[src/rtl/comparator_seq.sv]
// Multi-cycle magnitude comparator: compares a and b MSB-first, CHUNK bits per clock.
// Optional build macro COMPARATOR_SEQ_EARLY_EXIT_EN finishes at the first differing chunk.
module comparator_seq #(
    parameter int N     = 32,
    parameter int CHUNK = 8
) (
    input  logic         clk,
    input  logic         rst,
    input  logic         in_valid,
    output logic         in_ready,
    input  logic [N-1:0] a,
    input  logic [N-1:0] b,
    input  logic         is_signed,
    input  logic [2:0]   op,
    output logic         out_valid,
    input  logic         out_ready,
    output logic         out,
    output logic         lt,
    output logic         eq,
    output logic         gt
);

    localparam int CHUNKS = N / CHUNK;
    localparam int IDXW   = (CHUNKS > 1) ? $clog2(CHUNKS) : 1;

`ifdef COMPARATOR_SEQ_EARLY_EXIT_EN
    localparam bit EARLY_EXIT = 1'b1;
`else
    localparam bit EARLY_EXIT = 1'b0;
`endif

    generate
        if (N % CHUNK != 0) begin : g_bad_chunk
            $error("comparator_seq: N must be a multiple of CHUNK");
        end
    endgenerate

    typedef enum logic [1:0] {
        IDLE,
        BUSY,
        DONE
    } state_t;

    state_t            state;
    logic [N-1:0]      a_r;
    logic [N-1:0]      b_r;
    logic [2:0]        op_r;
    logic [IDXW-1:0]   idx;
    logic              lt_r;
    logic              gt_r;

    logic [N-1:0]      sign_flip;
    logic [CHUNK-1:0]  a_c;
    logic [CHUNK-1:0]  b_c;
    logic              nlt;
    logic              ngt;
    logic              neq;
    logic              last;
    logic              result;

    assign in_ready = (state == IDLE);

    // Operand copies shift left each cycle so the chunk under test is always the top slice.
    always_comb begin
        sign_flip        = '0;
        sign_flip[N-1]   = is_signed;
        a_c              = a_r[N-1 -: CHUNK];
        b_c              = b_r[N-1 -: CHUNK];
        nlt              = lt_r;
        ngt              = gt_r;
        if (!lt_r && !gt_r) begin
            nlt = (a_c < b_c);
            ngt = (a_c > b_c);
        end
        neq  = ~nlt & ~ngt;
        last = (idx == '0) || (EARLY_EXIT && (nlt || ngt));
        case (op_r)
            3'd0:    result = neq;
            3'd1:    result = ~neq;
            3'd2:    result = nlt;
            3'd3:    result = nlt | neq;
            3'd4:    result = ngt;
            3'd5:    result = ngt | neq;
            default: result = 1'b0;
        endcase
    end

    always_ff @(posedge clk or posedge rst) begin
        if (rst) begin
            state     <= IDLE;
            a_r       <= '0;
            b_r       <= '0;
            op_r      <= '0;
            idx       <= IDXW'(CHUNKS - 1);
            lt_r      <= 1'b0;
            gt_r      <= 1'b0;
            out_valid <= 1'b0;
            out       <= 1'b0;
            lt        <= 1'b0;
            eq        <= 1'b0;
            gt        <= 1'b0;
        end else begin
            case (state)
                IDLE: begin
                    if (in_valid) begin
                        a_r   <= a ^ sign_flip;
                        b_r   <= b ^ sign_flip;
                        op_r  <= op;
                        idx   <= IDXW'(CHUNKS - 1);
                        lt_r  <= 1'b0;
                        gt_r  <= 1'b0;
                        state <= BUSY;
                    end
                end
                BUSY: begin
                    a_r  <= a_r << CHUNK;
                    b_r  <= b_r << CHUNK;
                    lt_r <= nlt;
                    gt_r <= ngt;
                    idx  <= idx - 1'b1;
                    if (last) begin
                        state     <= DONE;
                        out_valid <= 1'b1;
                        out       <= result;
                        lt        <= nlt;
                        eq        <= neq;
                        gt        <= ngt;
                    end
                end
                DONE: begin
                    if (out_ready) begin
                        state     <= IDLE;
                        out_valid <= 1'b0;
                    end
                end
                default: state <= IDLE;
            endcase
        end
    end

endmodule

[config.mk]
export PLATFORM = sky130hd
export DESIGN_NAME = comparator_seq
export DESIGN_NICKNAME = d
export VERILOG_FILES = /design/src/rtl/comparator_seq.sv
export SDC_FILE = /design/constraint.sdc
export NUM_CORES = 1
export LEC_CHECK = 0
export CAP_MARGIN = 40
export CORE_ASPECT_RATIO = 0.9
export CORE_UTILIZATION = 45
export CTS_BUF_LIST = sky130_fd_sc_hd__clkbuf_4
export CTS_CLUSTER_DIAMETER = 120
export DETAILED_ROUTE_END_ITERATION = 12
export PLACE_DENSITY_LB_ADDON = 0.25
export RECOVER_POWER = 50
export SYNTH_ARGS = -nofsm -noshare
export SYNTH_HDL_FRONTEND = slang
export SYNTH_SLANG_ARGS = --single-unit
[constraint.sdc]
create_clock -name clk -period 2.5 [get_ports clk]
set_input_delay 0.625 -clock clk [delete_from_list [all_inputs] [get_ports clk]]
set_output_delay 0.625 -clock clk [all_outputs]
set_load 0.05 [all_outputs]
# == Yosys cells after proc, flatten, opt, wreduce, memory -nomap -nowiden ==
# Cells that the tools add are included.
# totals
in_bits,72
wordCells,65
output_inout_bits,6
register_bits,78
# op_classes
muxes,19
bitwise,8
n_lt_le_gt_ge,2
n_addsub,1
reduce_logical,13
eq_ne,10
# op_table
cell,n
$pmux W32 S2,2
$mux W32,2
$xor A32 B32 Y32,2
$gt A8 B8 Y1,1
$lt A8 B8 Y1,1
$mux W2,4
$eq A3 B2 Y1 const B,2
$eq A3 B3 Y1 const B,2
$ne A2 B2 Y1 const B,3
$pmux W1 S2,3
$pmux W1 S6,1
$pmux W2 S3,1
$reduce_and A2 Y1,3
$reduce_and A3 Y1,2
$mux W1,5
$logic_not A2 Y1,2
$pmux W2 S2,1
$reduce_bool A2 Y1,2
$eq A3 B1 Y1 const B,1
$logic_not A3 Y1,1
$not A1 Y1,3
$eq A2 B1 Y1 const B,1
$eq A2 B2 Y1 const B,1
$logic_not A1 Y1,2
other kinds (4),5

# == Longest topological paths before layout ==
# depth
depth_word,7
depth_mapped,8
depth_no_buf,8

# == Worst setup path before layout ==
# OpenSTA, ideal clock, no wires.
# synth_path
path_type,flip-flop to flip-flop
startpoint,register state[0]
endpoint,register a_r[10]
path_stages_with_launch,7
arrival_ns,1.968
path_slack_ns,0.450
synth_period_minus_slack_ns,2.050
n_path_buf,2
required_time_ns,2.418
setup_ns,0.082
cell_sequence,dfrtp_1 > nor2_1 > and2_1 > buf_2 > buf_2 > nand2_1 > a31oi_1
# synth_via
elab_chain_cells,3
elab_cells_between_ends,6
classes_between,eq/ne: 2; mux: 1; reduce/logical: 3
# synth_lines
element,line,rtl
start: declaration,44,state_t state;
start signal: assignment,90,state <= IDLE;
start signal: assignment,112,state <= BUSY;
start signal: assignment,122,state <= DONE;
$logic_not A2 Y1 (*),n/a,
net in_ready,10,"output logic in_ready,"
$ne A2 B2 Y1 (no source line) or $reduce_bool A2 Y1 (tied branches),n/a,
$reduce_and A2 Y1 (no source line),n/a,
end signal: assignment,106,a_r <= a ^ sign_flip;
end signal: assignment,116,a_r <= a_r << CHUNK;
end: declaration,45,logic [N-1:0] a_r;
# Mark *: on every way through the listed nets, which the timed path passes. The rest lies on a longest branch.
# A chain may end at the register's enable or synchronous reset.

# == Final worst setup path ==
# layout_path
startpoint,register state[0]
endpoint,output in_ready
# layout_via
elab_chain_cells,1
# layout_lines
element,line,rtl
$logic_not A2 Y1,61,assign in_ready = (state == IDLE);
end: declaration,10,
# No other way between the ends.

==> flow_summary.toml <==
[outcome]
outcome = "completed"

[pwr]
ir_drop_v = 0.000476
p_per_area_nw_per_um2 = 1300
cellLeakagePower_nw = 2.12

[die]
die-area_sq_um = 8570
placement_rows = 30
die_y_um = 87.9
start_util = 0.477
core-area_sq_um = 7730
io_pins = 78
die_w_um = 97.5

[yosys]
syn_area_sq_um = 3690
synthSimpleGateAreaFrac = 0.232
synth_seq_cells = 78
ys.flop_type = "dfrtp_1"
synth_fp_nets = 521
postSynth.asyncResetShare = 1.00
yosysTopAreaCell = "dfrtp_1"
synth-edff-count = 0
synth_cell_types = 33
ys_warn_count = 0
ys_seq_area_frac = 0.530
post-synth-top-count-cell = "nand2_1"
synth_compound_area_frac = 0.152
yosys.area_share.adder = 0.0305
synth_area_leaders = "dfrtp_1 (52%), nand2_1 (14%), a31oi_1 (7.8%)"
synth_top_family_by_area = "simple AND/OR/NAND/NOR gates"
netlist_instances = 440
synth.avg_cell_area_sq_um = 8.39
synthTopCellsByCount = "nand2_1 (141), dfrtp_1 (76), nor2_1 (59)"
synth_xor_xnor_area_share = 0.00475
synth_top_area_share = 0.515
muxShareOfSynthArea = 0.00271

[finish]
drive_gt1_frac = 0.0605
antennaDiodeCount = 0
syn_to_final_growth_pct = 28.2
nets = 588
fillers = 688
final_core_util = 0.612

[sta]
tightest_slew_ps = 1080
fmax_ghz = 0.448
layout_setup_ws_ps = 265
rsz0062_at_grt = "false"
slew_headroom = 0.274
fin_crit_sh = 0.894
drv_slew = 0
setup_viol = 0
skew_ps = 12.1
fin_tns_setup_ps = 0
finalHoldViolations = 0
period_needed_ps = 2230

[worst_setup_path]
reg2reg_to = "out"
critPathCapture = "in_ready"
crit_type = "reg2out"
required_ps = 1880
startpoint = "state[0]"
regToRegStartpoint = "a_r[27]"
arrival_ps = 1610
start_kind = "flop"
reg2reg_depth = 6
crit_fanout = 7
end_kind = "output pin"
reg2reg_slack_ps = 460

[hold_path]
hold_path.class = "reg2reg"

[clock_network]
clk_pin_slew_ps = 120
cts_tree = "yes"
clockRootBuffer = "clkbuf_4"
clockBufferDepth = 2
cts_made_buffers = 9
numClockSinks = 78
insertion_delay_ps = 420
holdBufCountCts = 0
htreeDepth = 3

[route]
dr.pass1.iters = 4
vias = 3205
vias_per_cell = 5.27
ant_nets = 0
wl_per_cell_um = 14.1
postRouteWirelength_um = 8600
route.detailed.drc = 0
drt_iter0_drc = 162

[place]
hpwl_um = 5860
dp_slack_ps = 432
port_buffers = 77
gp_congestion = 0.866

[global_routing]
grt_remaining_overflow = 0
grt_pass1_wl_um = 14600
grt_pass1_vias = 3050
grt_max_degree = 85
track_usage = 0.213
antenna_found_initial = 0

[flow_run]
drv_cap = 0
==> per-layer routing <==
| layer | share of wire | global-route usage | vias up |
|---|---|---|---|
| li1 | - | - | 1603 |
| met1 | 0.47 | 0.295 | 1504 |
| met2 | 0.47 | 0.344 | 90 |
| met3 | 0.047 | 0.0543 | 8 |
| met4 | 0.0099 | 0.0455 | 0 |
| met5 | 0 | 0 | - |
==> per-stage QoR <==
step                instance area (sq um)  cells  hold WS [ps]  total power, mW
floorplan                            3690    440           474             4.42
global placement                     4580    592           461             5.09
detailed placement                   4580    592           469             5.21
CTS                                  4770    608           500             6.20
global route                         4730    608           513             6.68
finish                               4730    608           492             6.14
==> layout make-up <==
cell class,instances,area [sq um],share of cell area
clock inverter,5,106,0.0225
multi-input combinational,318,1570,0.331
timing repair buffer,84,842,0.178
inverter,16,61.3,0.0130
clock buffer,11,82.6,0.0175
sequential,78,1950,0.413
tap,96,120,0.0254
==> state kept, by name, summed over array words and instances (netlist names) <==
signal     cells
state          2
op_r           3
lt_r           1
a_r           32
idx            2
lt             1
gt_r           1
gt             1
out            1
eq             1
b_r           32
out_valid      1
==> cell families after synthesis <==
logic type      after synthesis
compound gates               91
xor+xnor                      2
fa+ha+maj                     9
buf+inv                      44
flops                        78
mux                           1
simple gates                215
==> worst max-delay path, cell delays in order, from the launching register on <==
cell	delay [ps]
dfrtp_1	490
nor2_1	170
dlygate4sd2_1	550
==> cell usage in the layout, fill, tap and decap left out, types with 3 or more instances in the layout <==
cell type / Yosys / routed
a21oi_1: 10 / 10
bufinv_16: 0 / 3
buf_4: 0 / 3
nand2_1: 141 / 142
o21ai_0: 22 / 22
nor2_1: 59 / 59
clkdlybuf4s50_1: 0 / 75
nor3_1: 4 / 4
inv_1: 16 / 15
clkbuf_4: 0 / 11
a31oi_1: 46 / 46
dfrtp_1: 76 / 76
ha_1: 9 / 9
==> repair_timing <==
item                       in CTS  in global routing
setup endpoints to repair       1                  0
resized for setup               1                  0
buffers inserted                0                  0
==> how the worst min path moves through the flow <==
stage | from | endpoint | slack (ps) | depth (start not counted)
final | gt | gt | 490 | 2
after global routing | gt | gt | 510 | 2
after CTS | gt | gt | 500 | 2
after detailed placement | eq | eq | 470 | 2
after global placement | gt | gt | 460 | 2
after floorplan | state[1] | state[0] | 470 | 1
==> where the power goes <==
part           leakage (nW)  internal (mW)  switching (mW)  total [mW]
Sequential            0.942           1.91           0.416        2.33
Combinational          1.08           1.10            1.74        2.84
Clock                0.0977          0.533           0.435       0.968
Total                  2.12           3.55            2.59        6.14
Power figures use the tool's default switching activity.
